==> config.mk <==
export PLATFORM = sky130hd
export DESIGN_NAME = rom_to_mem_loader
export DESIGN_NICKNAME = d
export VERILOG_FILES = /design/src/rtl/rom_to_mem_loader_pkg.sv /design/src/rtl/rom_to_mem_loader_lane_expand.sv /design/src/rtl/rom_to_mem_loader.sv
export SDC_FILE = /design/constraint.sdc
export NUM_CORES = 1
export LEC_CHECK = 0
export ABC_AREA = 1
export CORE_AREA = 2 2 251 253
export DETAILED_ROUTE_END_ITERATION = 10
export DIE_AREA = 0 0 253 255
export GPL_ROUTABILITY_DRIVEN = 0
export PLACE_DENSITY = 0.45
export SLEW_MARGIN = 20
export SYNTH_ARGS = -nofsm -noshare
export SYNTH_HDL_FRONTEND = slang
export SYNTH_SLANG_ARGS = --single-unit
export TNS_END_PERCENT = 50
==> constraint.sdc <==
create_clock -name i_clk -period 9.78 [get_ports i_clk]
set_input_delay 2.934 -clock i_clk [delete_from_list [all_inputs] [get_ports i_clk]]
set_output_delay 2.934 -clock i_clk [all_outputs]
set_load 0.01 [all_outputs]
==> src/rtl/rom_to_mem_loader_pkg.sv <==
// Shared types for the ROM-to-memory loader.
//  state_t   : loader FSM states, also exported on the debug state port.
//  MEM_WRITE / MEM_READ : encoding of the memory port rw strobe.
package rom_to_mem_loader_pkg;

  typedef enum logic [1:0] {
    IDLE  = 2'd0,
    FETCH = 2'd1,
    REQ   = 2'd2,
    DONE  = 2'd3
  } state_t;

  localparam logic MEM_WRITE = 1'b1;
  localparam logic MEM_READ  = 1'b0;

endpackage

==> src/rtl/rom_to_mem_loader_lane_expand.sv <==
// Combinational lane width converter.
//  Splits i_data into ROM_DW/LANE_IN lanes of LANE_IN bits and widens each
//  lane to LANE_OUT bits (sign- or zero-extended by SIGN_EXT).
//  Ports:
//   i_data  in   ROM_DW                     packed source lanes, lane 0 in the LSBs
//   o_data  out  ROM_DW/LANE_IN*LANE_OUT     widened lanes, same lane order
module rom_to_mem_loader_lane_expand #(
  parameter int ROM_DW   = 64,
  parameter int LANE_IN  = 8,
  parameter int LANE_OUT = 32,
  parameter int SIGN_EXT = 0
) (
  input  logic [ROM_DW-1:0]                    i_data,
  output logic [ROM_DW/LANE_IN*LANE_OUT-1:0]   o_data
);

  localparam int NUM_LANES = ROM_DW / LANE_IN;

  for (genvar k = 0; k < NUM_LANES; k++) begin : g_lane
    logic [LANE_IN-1:0] w_lane;
    assign w_lane = i_data[k*LANE_IN +: LANE_IN];
    if (SIGN_EXT != 0) begin : g_sext
      assign o_data[k*LANE_OUT +: LANE_OUT] = LANE_OUT'($signed(w_lane));
    end else begin : g_zext
      assign o_data[k*LANE_OUT +: LANE_OUT] = LANE_OUT'(w_lane);
    end
  end

endmodule

==> src/rtl/rom_to_mem_loader.sv <==
// ROM-to-memory bulk loader.
//  On i_start it streams NUM_WORDS ROM words, widens every lane and writes each
//  widened word to BASE_ADDR + i*ADDR_STEP. In verify mode the same region is
//  read back instead and lane-word mismatches are counted (saturating).
//  Handshake: a request is presented with o_mem_valid_data=1 and its address,
//  data and rw held stable; it completes on the first cycle i_mem_ready_data
//  is high while valid is high. Ready with valid low is ignored.
//  Ports:
//   i_clk, i_rst          clock, async active-high reset
//   i_start, i_verify     run start pulse (ignored while busy), mode sampled at start
//   o_rom_addr/i_rom_data ROM port, data valid ROM_LAT cycles after the address
//   o_mem_*/i_mem_*       memory data port (write data, read data, address, rw, valid, ready)
//   o_busy, o_done        run in progress, one-cycle end-of-run pulse
//   o_err_count           verify mismatch count
//   o_state               FSM state (debug)
module rom_to_mem_loader
  import rom_to_mem_loader_pkg::*;
#(
  parameter int                ROM_DW    = 64,
  parameter int                ROM_AW    = 16,
  parameter int                NUM_WORDS = 19200,
  parameter int                LANE_IN   = 8,
  parameter int                LANE_OUT  = 32,
  parameter int                MEM_DW    = 256,
  parameter int                MEM_AW    = 28,
  parameter logic [MEM_AW-1:0] BASE_ADDR = 'h1000000,
  parameter int                ADDR_STEP = 8,
  parameter int                ROM_LAT   = 1,
  parameter int                SIGN_EXT  = 0
) (
  input  logic              i_clk,
  input  logic              i_rst,
  input  logic              i_start,
  input  logic              i_verify,
  output logic [ROM_AW-1:0] o_rom_addr,
  input  logic [ROM_DW-1:0] i_rom_data,
  output logic [MEM_DW-1:0] o_mem_data_wr,
  input  logic [MEM_DW-1:0] i_mem_data_rd,
  output logic [MEM_AW-1:0] o_mem_data_addr,
  output logic              o_mem_rw_data,
  output logic              o_mem_valid_data,
  input  logic              i_mem_ready_data,
  output logic              o_busy,
  output logic              o_done,
  output logic [ROM_AW:0]   o_err_count,
  output state_t            o_state
);

  if (MEM_DW != ROM_DW / LANE_IN * LANE_OUT) begin : g_bad_mem_dw
    $error("MEM_DW must equal ROM_DW/LANE_IN*LANE_OUT");
  end
  if (ROM_LAT < 1) begin : g_bad_rom_lat
    $error("ROM_LAT must be at least 1");
  end

  localparam int                WAIT_W    = $clog2(ROM_LAT + 1);
  localparam logic [WAIT_W-1:0] WAIT_LAST = WAIT_W'(ROM_LAT - 1);
  // rom_addr advances in lock-step with the word index, so it doubles as idx.
  localparam logic [ROM_AW-1:0] LAST_IDX  = ROM_AW'(NUM_WORDS - 1);

  state_t              r_state;
  logic [ROM_AW-1:0]   r_rom_addr;
  logic [MEM_DW-1:0]   r_mem_data_wr;
  logic [MEM_AW-1:0]   r_mem_data_addr;
  logic                r_mem_rw;
  logic                r_mem_valid;
  logic                r_busy;
  logic                r_done;
  logic [ROM_AW:0]     r_err_count;
  logic                r_mode_verify;
  logic [WAIT_W-1:0]   r_wait;
  logic [MEM_DW-1:0]   w_expanded;

  rom_to_mem_loader_lane_expand #(
    .ROM_DW   (ROM_DW),
    .LANE_IN  (LANE_IN),
    .LANE_OUT (LANE_OUT),
    .SIGN_EXT (SIGN_EXT)
  ) u_lane_expand (
    .i_data (i_rom_data),
    .o_data (w_expanded)
  );

  always_ff @(posedge i_clk or posedge i_rst) begin
    if (i_rst) begin
      r_state         <= IDLE;
      r_rom_addr      <= '0;
      r_mem_data_wr   <= '0;
      r_mem_data_addr <= BASE_ADDR;
      r_mem_rw        <= MEM_WRITE;
      r_mem_valid     <= 1'b0;
      r_busy          <= 1'b0;
      r_done          <= 1'b0;
      r_err_count     <= '0;
      r_mode_verify   <= 1'b0;
      r_wait          <= '0;
    end else begin
      r_done <= 1'b0;
      case (r_state)
        IDLE: begin
          if (i_start) begin
            r_mode_verify   <= i_verify;
            r_rom_addr      <= '0;
            r_mem_data_addr <= BASE_ADDR;
            r_mem_rw        <= i_verify ? MEM_READ : MEM_WRITE;
            r_err_count     <= '0;
            r_busy          <= 1'b1;
            r_wait          <= '0;
            r_state         <= FETCH;
          end
        end
        FETCH: begin
          // r_wait counts cycles since rom_addr last changed.
          if (r_wait == WAIT_LAST) begin
            r_mem_data_wr <= w_expanded;
            r_mem_valid   <= 1'b1;
            r_state       <= REQ;
          end else begin
            r_wait <= r_wait + WAIT_W'(1);
          end
        end
        REQ: begin
          if (i_mem_ready_data) begin
            r_mem_valid <= 1'b0;
            if (r_mode_verify && (i_mem_data_rd != r_mem_data_wr) && (r_err_count != '1)) begin
              r_err_count <= r_err_count + (ROM_AW+1)'(1);
            end
            if (r_rom_addr == LAST_IDX) begin
              r_state <= DONE;
            end else begin
              r_rom_addr      <= r_rom_addr + ROM_AW'(1);
              r_mem_data_addr <= r_mem_data_addr + MEM_AW'(ADDR_STEP);
              r_wait          <= '0;
              r_state         <= FETCH;
            end
          end
        end
        DONE: begin
          r_done        <= 1'b1;
          r_busy        <= 1'b0;
          r_mem_data_wr <= '0;
          r_state       <= IDLE;
        end
        default: r_state <= IDLE;
      endcase
    end
  end

  assign o_rom_addr       = r_rom_addr;
  assign o_mem_data_wr    = r_mem_data_wr;
  assign o_mem_data_addr  = r_mem_data_addr;
  assign o_mem_rw_data    = r_mem_rw;
  assign o_mem_valid_data = r_mem_valid;
  assign o_busy           = r_busy;
  assign o_done           = r_done;
  assign o_err_count      = r_err_count;
  assign o_state          = r_state;

endmodule

==> summary.txt <==
Global route
  • GR Overflow Total: 0
  • Initial antenna violation count: 14
  • First-pass GRT wire length: 57.3 mm
  • Largest net degree at the start of global routing: 76
  • Vias in the first global route: between 9,000 and 10,000
  • GRT Overall Usage: between 10 and 15%

Finish
  • Synth-to-layout area growth: 57.3%
  • Final core occ: a little under a quarter
  • Ratio of cells with drive above 1 in the final layout: approximately 3.8%
  • Total Nets Final: between 2,000 and 2,500

Yosys
  • Post-Syn Area: 9300 sq um
  • Ys async rst share: 100%
  • Synth top area cells: dfrtp_1 34%, buf_4 16%, nand2_1 11%, inv_1 7.0%, nor2_1 6.9%
  • Mux cell area share after synthesis: less than 1%
  • Yosys top cell area share: approximately a third
  • Distinct cells, synth: 44
  • Synth area leader: dfrtp_1
  • Largest family of logic cells by synthesized area: simple AND/OR/NAND/NOR gates
  • Synth Area in XOR/XNOR: about 4.3%
  • Seq/Total Area, Yosys: between 30% and 40%
  • Syn Area/Cell: 7.20 sq um
  • Complex-gate fraction of the synthesized area: between 9 and 10%
  • Synth Flop Type: dfrtp_1
  • Synth Area in Simple Gates: 26.9%
  • Cells after Synth: around 1,300
  • Post-synth EDFFs: 0
  • Number of synthesis warnings: 0
  • Adder-Cell Fraction of Synth Area: less than 1%
  • Synth Register Bits: roughly 130

Clock tree
  • Clock tree from TritonCTS: built
  • Clock Tree Root: clkbuf_16
  • CTS sink count: 129
  • Post-CTS sizing: 0
  • Setup bufs post-CTS: 0
  • Hold_buf cts: 0
  • Max H-tree Level: 4
  • Total CTS buffers: 17
  • Clock Path Buffers: 2
  • Clock-pin slew on the worst setup and hold paths: approximately 0.06 ns
  • Later-pin clock latency in the skew report: between 0.4 and 0.5 ns

Detailed routing
  • DRC errors left: 0
  • Initial DRC Count: between 400 and 500
  • Post-DRT Antenna Nets: 0
  • Drt first pass iters: 5
  • Vias after detailed routing: slightly above 9,000
  • Routed WL: between 40 and 50 mm
  • Routed wire per std cell: 16.5 um
  • Number of vias per cell: ~3.6

Timing
  • Least-Margin Pin Slew: between 0.9 and 1 ns
  • Max Fclk: ~180 MHz
  • Fin. Hold Viols: 0
  • Final Skew: 0.0113 ns
  • Relative slew slack: 34.0%
  • Final Cycle Share: between 50% and 60%
  • Fin. max-slew vios: 0
  • RSZ-0062 raised after global routing: false
  • Final min period: ~5.5 ns
  • Sum Neg Setup Slack: 0 ns
  • # setup viols final: 0

Critical path
  • Worst setup EP type: flip-flop
  • Worst path cell trace: clkdlybuf4s50_1 > nand2_1 > nand2_2 > a21boi_4 > nand3_2 > nor3_1 > and2_1 > nor2_1
  • CP delay by family, top: simple AND/OR/NAND/NOR gates
  • Crit path buf inv count: 1
  • CP max stage cell: nand2_2
  • Worst Path Required: slightly above 10 ns
  • Slowest cell delay on critical path: approximately 0.72 ns
  • CP Max Fanout: 27
  • CP arrival: 5.86 ns
  • Crit Path Class: in -> reg
  • Crit path launch type: input pin

Floorplanning
  • Die height: around 260 um
  • Initial Utilization: between 10% and 20%
  • Row cnt: 92
  • Die width: about 250 um
  • Core ar.: about 62,000 sq um
  • # IOs: between 600 and 700
  • Full die area: approximately 65,000 sq um

Power
  • Total power: 2.69 mW
  • Leakage power: roughly 6.5 nW
  • Pwr per Cell Area: roughly 180 nW/um^2
  • VDD IR-drop max: between 0.1 and 0.15 mV

Hold path
  • Hold Crit Class: reg -> reg

Job
  • Max-Cap Viols: 0

Outcome
  • Status: complete, no violations

Placed design
  • HPWL after DPL: between 30 and 40 mm
  • Port bufs: about 450
-- layout make-up --
| class | instances | area [sq um] |
|---|---|---|
| well taps | 799 | 1000 |
| clock inverters | 13 | 174 |
| inverters | 177 | 672 |
| clock buffers | 19 | 453 |
| repair buffers | 455 | 4550 |
| flip-flops and latches | 129 | 3230 |
| multi-input cells | 959 | 4550 |
| diodes | 2 | 5.00 |
| fillers | 6833 | 47500 |
-- cell families (layout without fill, tap and decap cells) --
| logic type | after synthesis | in the layout |
|---|---|---|
| simple gates | 581 | 581 |
| buf+inv | 398 | 664 |
| compound gates | 132 | 132 |
| flops | 129 | 129 |
| xor+xnor | 46 | 46 |
| fa+ha+maj | 4 | 4 |
| other cells | 1 | 197 |
| mux | 1 | 1 |
-- cell usage after synthesis (7+ instances only) --
cell type  instances
nand2_1          282
buf_4            196
inv_1            173
nor2_1           170
dfrtp_1          127
o21ai_0           54
nand4_1           43
xnor2_1           36
a22o_1            35
nand3_1           32
a21oi_1           20
nor3_1            18
clkbuf_1          13
xor2_1            10
and2_1             7
nand2_2            7
o21ai_1            7
-- stage by stage --
| stage | worst slack (ns) | area (sq um) | instances | hold slack [ns] |
|---|---|---|---|---|
| after floorplan | 3.41 | 10000 | 1486 | 0.504 |
| after global placement | 3.87 | 14000 | 2519 | 0.484 |
| after detailed placement | 3.77 | 14000 | 2519 | 0.476 |
| after CTS | 4.26 | 14600 | 2551 | 0.498 |
| after global routing | 4.02 | 14600 | 2551 | 0.505 |
| final | 4.25 | 14600 | 2553 | 0.495 |
-- worst reg2reg max path: cells and delay by family, from the launching register on --
family,cells,cell delay (ns)
compound gates,1,0.55
buf+inv,3,1.10
simple gates,7,1.68
flops,1,0.39
-- registers in the layout, indices dropped and copies added (netlist names) --
| name | cells |
|---|---|
| o_busy | 1 |
| o_mem_data_addr | 25 |
| o_rom_addr | 16 |
| o_mem_valid_data | 1 |
| o_mem_data_wr | 64 |
| o_done | 1 |
| r_mode_verify | 1 |
| o_mem_rw_data | 1 |
| o_err_count | 17 |
| o_state | 2 |
-- final timing paths --
kind / start / end / slack [ns] / depth (start not counted)
min in group asynchronous: i_rst / o_mem_data_wr[100]$_DFFE_PP0P_ / 3.01 / 2
worst max register to register: o_state[0]$_DFFE_PP0P_ / o_mem_data_addr[23]$_DFFE_PP0P_ / 5.96 / 11
worst min register to register: o_busy$_DFFE_PP0P_ / o_busy$_DFFE_PP0P_ / 0.49 / 2
worst max-delay path: i_start / o_mem_data_addr[23]$_DFFE_PP0P_ / 4.25 / 8
worst min-delay path: o_busy$_DFFE_PP0P_ / o_busy$_DFFE_PP0P_ / 0.49 / 2
max in group asynchronous: i_rst / o_state[1]$_DFFE_PP0P_ / 5.48 / 3
-- per-layer routing --
| metal | wire length [um] | global-route usage, % |
|---|---|---|
| met4 | 1250 | 4.31 |
| met5 | 115 | 0 |
| met1 | 16300 | 13.4 |
| met3 | 4360 | 5.82 |
| met2 | 20000 | 20.6 |
-- power by group --
part	switching [mW]	internal [mW]
registers	0.159	0.678
logic	0.611	0.542
clock network	0.283	0.419
-- placed cells by master (no fill, tap or decap), drive strengths merged, types with 2 or more instances in the layout --
cell type / Yosys / layout
a21oi: 20 / 20
a22o: 35 / 35
a31oi: 4 / 4
and2: 7 / 7
buf: 208 / 3
bufinv: 0 / 3
clkbuf: 13 / 19
clkdlybuf4s50: 0 / 452
clkinv: 0 / 2
clkinvlp: 0 / 3
conb: 1 / 195
dfrtp: 127 / 127
dfstp: 2 / 2
diode: 0 / 2
ha: 4 / 4
inv: 177 / 182
nand2: 291 / 291
nand3: 34 / 34
nand4: 43 / 43
nor2: 176 / 176
nor3: 22 / 22
nor3b: 2 / 2
nor4: 4 / 4
o21a: 2 / 2
o21ai: 61 / 61
o31ai: 6 / 6
xnor2: 36 / 36
xor2: 10 / 10
(Power assumes the default switching activity.)
